**config.mk**
```make
export PLATFORM = sky130hd
export DESIGN_NAME = popcount_argmin
export DESIGN_NICKNAME = d
export VERILOG_FILES = /design/src/rtl/popcnt_pkg.sv /design/src/rtl/popcount_argmin.sv
export SDC_FILE = /design/constraint.sdc
export NUM_CORES = 1
export LEC_CHECK = 0
export CAP_MARGIN = 20
export CORE_MARGIN = 5
export CORE_UTILIZATION = 31
export CTS_CLUSTER_DIAMETER = 50
export DETAILED_ROUTE_END_ITERATION = 12
export PLACE_DENSITY = 0.52
export SLEW_MARGIN = 10
export SYNTH_ARGS = -nofsm -noshare
export SYNTH_HDL_FRONTEND = slang
export SYNTH_SLANG_ARGS = --single-unit
```
**constraint.sdc**
```tcl
create_clock -name clk -period 2.9 [get_ports clk]
set_input_delay 0.29 -clock clk [delete_from_list [all_inputs] [get_ports clk]]
set_output_delay 0.29 -clock clk [all_outputs]
set_load 0.01 [all_outputs]
```
**src/rtl/popcnt_pkg.sv**
```systemverilog
// ---------------------------------------------------------------------------
// popcnt_pkg
//   Shared definitions for the vector-popcount datapath.
//   - popcnt_w(): width needed to hold a popcount of a vec_width-bit vector
//     (0..vec_width inclusive). The popcount stage uses the same function, so
//     producer and consumer always agree on the score width.
//   - argmin_state_t: two-state control of popcount_argmin.
// ---------------------------------------------------------------------------
package popcnt_pkg;

  function automatic int popcnt_w(input int vec_width);
    return $clog2(vec_width + 1);
  endfunction

  typedef enum logic {
    ACCUM = 1'b0,
    OUT   = 1'b1
  } argmin_state_t;

endpackage

```
**src/rtl/popcount_argmin.sv**
```systemverilog
// ---------------------------------------------------------------------------
// popcount_argmin
//   Consumes one Hamming-distance score per input handshake and groups
//   NUM_CAND consecutive scores into a frame. For each frame it reports the
//   minimum score, the index of the first candidate holding that minimum and
//   a flag telling whether the minimum is within MATCH_THRESH. The result is
//   held on the outputs until the downstream accepts it.
//
// Ports
//   clk         in   rising-edge clock
//   rst         in   asynchronous, active-high reset
//   popcount    in   incoming score (0..VEC_WIDTH)
//   in_valid    in   popcount is valid
//   this_ready  out  block accepts popcount this cycle
//   best_score  out  minimum score of the frame
//   best_idx    out  candidate index (0..NUM_CAND-1) of the minimum
//   match       out  best_score <= MATCH_THRESH
//   out_valid   out  result valid
//   next_ready  in   downstream accepts the result
// ---------------------------------------------------------------------------
module popcount_argmin
  import popcnt_pkg::*;
#(
  parameter int VEC_WIDTH    = 1100,
  parameter int POPCNT_WIDTH = popcnt_w(VEC_WIDTH),
  parameter int NUM_CAND     = 4,
  parameter int IDX_WIDTH    = (NUM_CAND > 1) ? $clog2(NUM_CAND) : 1,
  parameter int MATCH_THRESH = 400
) (
  input  logic                    clk,
  input  logic                    rst,
  input  logic [POPCNT_WIDTH-1:0] popcount,
  input  logic                    in_valid,
  output logic                    this_ready,
  output logic [POPCNT_WIDTH-1:0] best_score,
  output logic [IDX_WIDTH-1:0]    best_idx,
  output logic                    match,
  output logic                    out_valid,
  input  logic                    next_ready
);

  // Index of the last candidate of a frame, sized to the counter.
  localparam logic [IDX_WIDTH-1:0]    LAST_CNT = IDX_WIDTH'(NUM_CAND - 1);
  // Threshold at score width; scores never exceed VEC_WIDTH so this fits
  // whenever MATCH_THRESH is a meaningful score.
  localparam logic [POPCNT_WIDTH-1:0] THRESH   = POPCNT_WIDTH'(MATCH_THRESH);
  localparam logic [IDX_WIDTH-1:0]    CNT_ONE  = IDX_WIDTH'(1);

  argmin_state_t          state;
  logic [IDX_WIDTH-1:0]   cand_cnt;

  // Running minimum of the frame in progress (data only, no reset needed:
  // candidate 0 always overwrites it).
  logic [POPCNT_WIDTH-1:0] run_min_p0;
  logic [IDX_WIDTH-1:0]    run_idx_p0;

  logic                    in_hs;
  logic                    out_hs;
  logic                    first_cand;
  logic                    last_cand;
  logic                    take_new;
  logic [POPCNT_WIDTH-1:0] nxt_min;
  logic [IDX_WIDTH-1:0]    nxt_idx;

  // In OUT the block only takes a new score when the held result leaves in
  // the same cycle, so nothing is lost and no frame overlaps the result.
  assign this_ready = (state == ACCUM) ? 1'b1 : next_ready;
  assign in_hs      = in_valid && this_ready;
  assign out_hs     = out_valid && next_ready;

  // cand_cnt is 0 whenever the state is OUT, so an input accepted together
  // with the output handshake naturally becomes candidate 0 of a new frame.
  assign first_cand = (cand_cnt == '0);
  assign last_cand  = (cand_cnt == LAST_CNT);

  // Strict less-than: on a tie the earlier (lower) index is kept.
  assign take_new   = first_cand || (popcount < run_min_p0);
  assign nxt_min    = take_new ? popcount : run_min_p0;
  assign nxt_idx    = take_new ? cand_cnt : run_idx_p0;

  // ---- stage p0: running min/argmin of the open frame ----
  always_ff @(posedge clk) begin
    if (in_hs && !last_cand) begin
      run_min_p0 <= nxt_min;
      run_idx_p0 <= nxt_idx;
    end
  end

  // ---- stage p1: frame control and registered result ----
  always_ff @(posedge clk or posedge rst) begin
    if (rst) begin
      state      <= ACCUM;
      cand_cnt   <= '0;
      out_valid  <= 1'b0;
      best_score <= '1;
      best_idx   <= '0;
      match      <= 1'b0;
    end else begin
      if (in_hs && last_cand) begin
        // Frame closes: publish the result. With NUM_CAND==1 this also
        // covers an input accepted in OUT, which closes the next frame and
        // keeps the block in OUT with fresh outputs.
        best_score <= nxt_min;
        best_idx   <= nxt_idx;
        match      <= (nxt_min <= THRESH);
        out_valid  <= 1'b1;
        cand_cnt   <= '0;
        state      <= OUT;
      end else if (in_hs) begin
        // Either accumulating, or the result left together with candidate
        // 0 of the next frame.
        cand_cnt   <= cand_cnt + CNT_ONE;
        out_valid  <= 1'b0;
        state      <= ACCUM;
      end else if (out_hs) begin
        out_valid  <= 1'b0;
        state      <= ACCUM;
      end
    end
  end

endmodule

```
==> results.md <==
* Status: finished, final reports clean
* Layout area overhead at 29.2%
* Synthesized area per cell at 11.8 um^2
* Primary FF master, synth: edfxtp_1
* Clk Latency, worst-skew pair at between 0.2 and 0.3 ns
* Crit-path slowest cell: clkdlybuf4s50_1
* Yosys top cell by area: edfxtp_1
* Core area at 0.00639 mm^2
* P_leak at 1.05 nW
* Critical Path Start Type: primary input
* Die X at 91.4 um
* Data arrival, critical path at 2.59 ns
* Final Setup Violations at 0
* Initial Utilization at 0.322
* Tcrit/Tclk final at 0.840
* Period minus WS final at 2.44 ns
* Vias per cell at 5.04
* Grt total ovfl at 0
* Final worst clock skew at around 0.0088 ns
* Via count at 1492
* WP data required at between 3 and 4 ns
* I/O Buffers at 30
* Filler Cell Count at 622
* Total Power at 2.66 mW
* Mapped Nets at 201
* Worst-Margin Slew at 0.748 ns
* Antenna violations before repair at 0
* Crit-path leading delay family: buffers and inverters
* Worst Path Max Fanout at 10
* Most frequent cell after synthesis: inv_1
* WS Path Type: primary input to register
* Synth Register Bits at 30
* Clock-pin slew on the worst setup and hold paths at 0.07 ns
* Synth Cell Area at 0.00206 mm^2
* Root Buffer: clkbuf_8
* Total Nets Final at 245
* RePlAce Congestion at 0.761
* CTS resizes at 0
* Sequential fraction of the synthesis area at 0.404
* Layout cells sized above 1 at 0.274
* Fmax at 0.410 GHz
* Die H at between 90 and 100 um
* DR pass1 iterations at 4
* Crit-path most repeated cell: a2111oi_4
* HP Class: primary input to asynchronous set/reset pin
* First-pass GRT wire length at 8570 um
* ANT cells at 0
* CP Capture Type: register
* Cts bufs inserted at 5
* Gr usage total at 0.131
* Top Ports at 31
* Drt total wl at roughly 5000 um
* Slew margin rel. at 0.501
* Max VDD drop at 0.452 mV
* Synth warn at 0
* CTS tree: done
* EDFF count, synth at 13
* Dpl hpwl at just under 4000 um
* Total Neg Setup Slack at 0 ns
* Post-synth top cells: inv_1, nor2_1, a211oi_1, edfxtp_1, nor3_1
* WP buf/inv at 3
* Initial drt markers at 35
* Cell breakdown of the critical path: clkdlybuf4s50_1 > ha_1 > and3_1 > a22o_2 > a2111oi_4 > buf_4 > and3_2 > buf_12 > a2111oi_4
* FFs w/ async S/R, synth at 0.567
* Vias in the first global route at 1609
* Max Slew Vio Count at 0
* Clock sinks at 30
* RSZ-0062 raised after global routing: false
* Row cnt at 29
* Share of the synthesized area in the top cell type at 0.190
* Power density over the cells at 1000 mW/mm^2
* Die area at 0.00836 mm^2
* CTS H-tree depth at 2
* Synth Instances at between 150 and 200
* WL per Instance at 17.4 um
* CTS Hold Bufs at 0
* DR DRC count at 0
* Clock Tree Buf Depth at 2
* Final Hold Viols at 0
* Synth area leaders: edfxtp_1, dfstp_2, a2111oi_4, dfrtp_1, ha_1
* CP peak stage delay at between 0.4 and 0.5 ns
* DRT antenna net count at 0
* Unique masters post-synth at 34
* Pin count of the biggest net entering global routing at 18
* Setup Fix Bufs, Post-CTS at 0
* Max Cap Viol at 0
## kinds of logic after synthesis
| family | share of synthesized area |
|---|---|
| compound gates | 0.271 |
| fa+ha+maj | 0.0730 |
| buf+inv | 0.0791 |
| flops | 0.404 |
| mux | 0.0816 |
| simple gates | 0.0913 |
## layout make-up
class / count / area [um^2] / area share
flip-flops and latches: 30 / 830 / 0.312
multi-input cells: 111 / 1060 / 0.401
well taps: 77 / 96.3 / 0.0363
inverters: 24 / 90.1 / 0.0339
repair buffers: 46 / 433 / 0.163
clock buffers: 6 / 82.6 / 0.0311
clock inverters: 2 / 60.1 / 0.0226
## through the flow
stage / setup slack [ns] / instances / utilization / hold WS [ns] / area, um^2
floorplan: 0.610 / 174 / - / 0.208 / 2060
global placement: 0.162 / 288 / 0.393 / 0.555 / 2510
detailed placement: 0.148 / 288 / 0.393 / 0.551 / 2510
CTS: 0.452 / 296 / 0.416 / 0.466 / 2660
global route: 0.303 / 296 / 0.416 / 0.490 / 2660
finish: 0.463 / 296 / 0.416 / 0.429 / 2660
## layout by cell type, fill, tap and decap left out, drive strengths merged, types with 2 or more instances in the layout
cell type      count
o21ai              2
nor2              16
nand2              5
dfrtp              6
a21o               3
and3               3
ha                12
clkbuf             6
nor3              13
a311oi             2
a2111oi           14
buf               16
dfstp             11
a211oi            14
mux2i             10
mux2               6
clkdlybuf4s50     30
inv               24
edfxtp            13
bufinv             2
o41ai              4
## routing by layer
| layer | vias to the layer above | share of wire | track usage | routed length (um) |
|---|---|---|---|---|
| li1 | 740 | - | - | - |
| met1 | 726 | 0.49 | 0.185 | 2540 |
| met2 | 22 | 0.46 | 0.195 | 2360 |
| met3 | 4 | 0.037 | 0.0388 | 191 |
| met4 | 0 | 0.0099 | 0.0330 | 51 |
| met5 | - | 0 | 0 | 0 |
## flip-flops by register name, indices dropped and copies added (netlist names)
register,flops
run_min_p0,11
best_idx,2
state,1
cand_cnt,2
best_score,11
match,1
run_idx_p0,2
## report_power, final
group | switching (mW) | internal, mW | leakage (nW)
combinational | 0.613 | 0.675 | 0.669
sequential | 0.113 | 0.715 | 0.313
clock | 0.176 | 0.367 | 0.0714
## path summary, 6_finish.rpt
check | cells past startpoint | start | endpoint | slack (ns)
worst max register to register | 8 | run_min_p0[10]$_DFFE_PP_ | best_idx[1]$_DFFE_PP0P_ | 0.49
worst min-delay path | 2 | rst | best_idx[1]$_DFFE_PP0P_ | 0.43
worst min register to register | 2 | best_score[10]$_DFFE_PP1P_ | best_score[10]$_DFFE_PP1P_ | 0.56
min in group clk | 2 | best_score[10]$_DFFE_PP1P_ | best_score[10]$_DFFE_PP1P_ | 0.56
worst max-delay path | 9 | popcount[7] | best_idx[1]$_DFFE_PP0P_ | 0.46
max in group asynchronous | 2 | rst | best_idx[0]$_DFFE_PP0P_ | 2.01
Power figures use the tool's default switching activity.
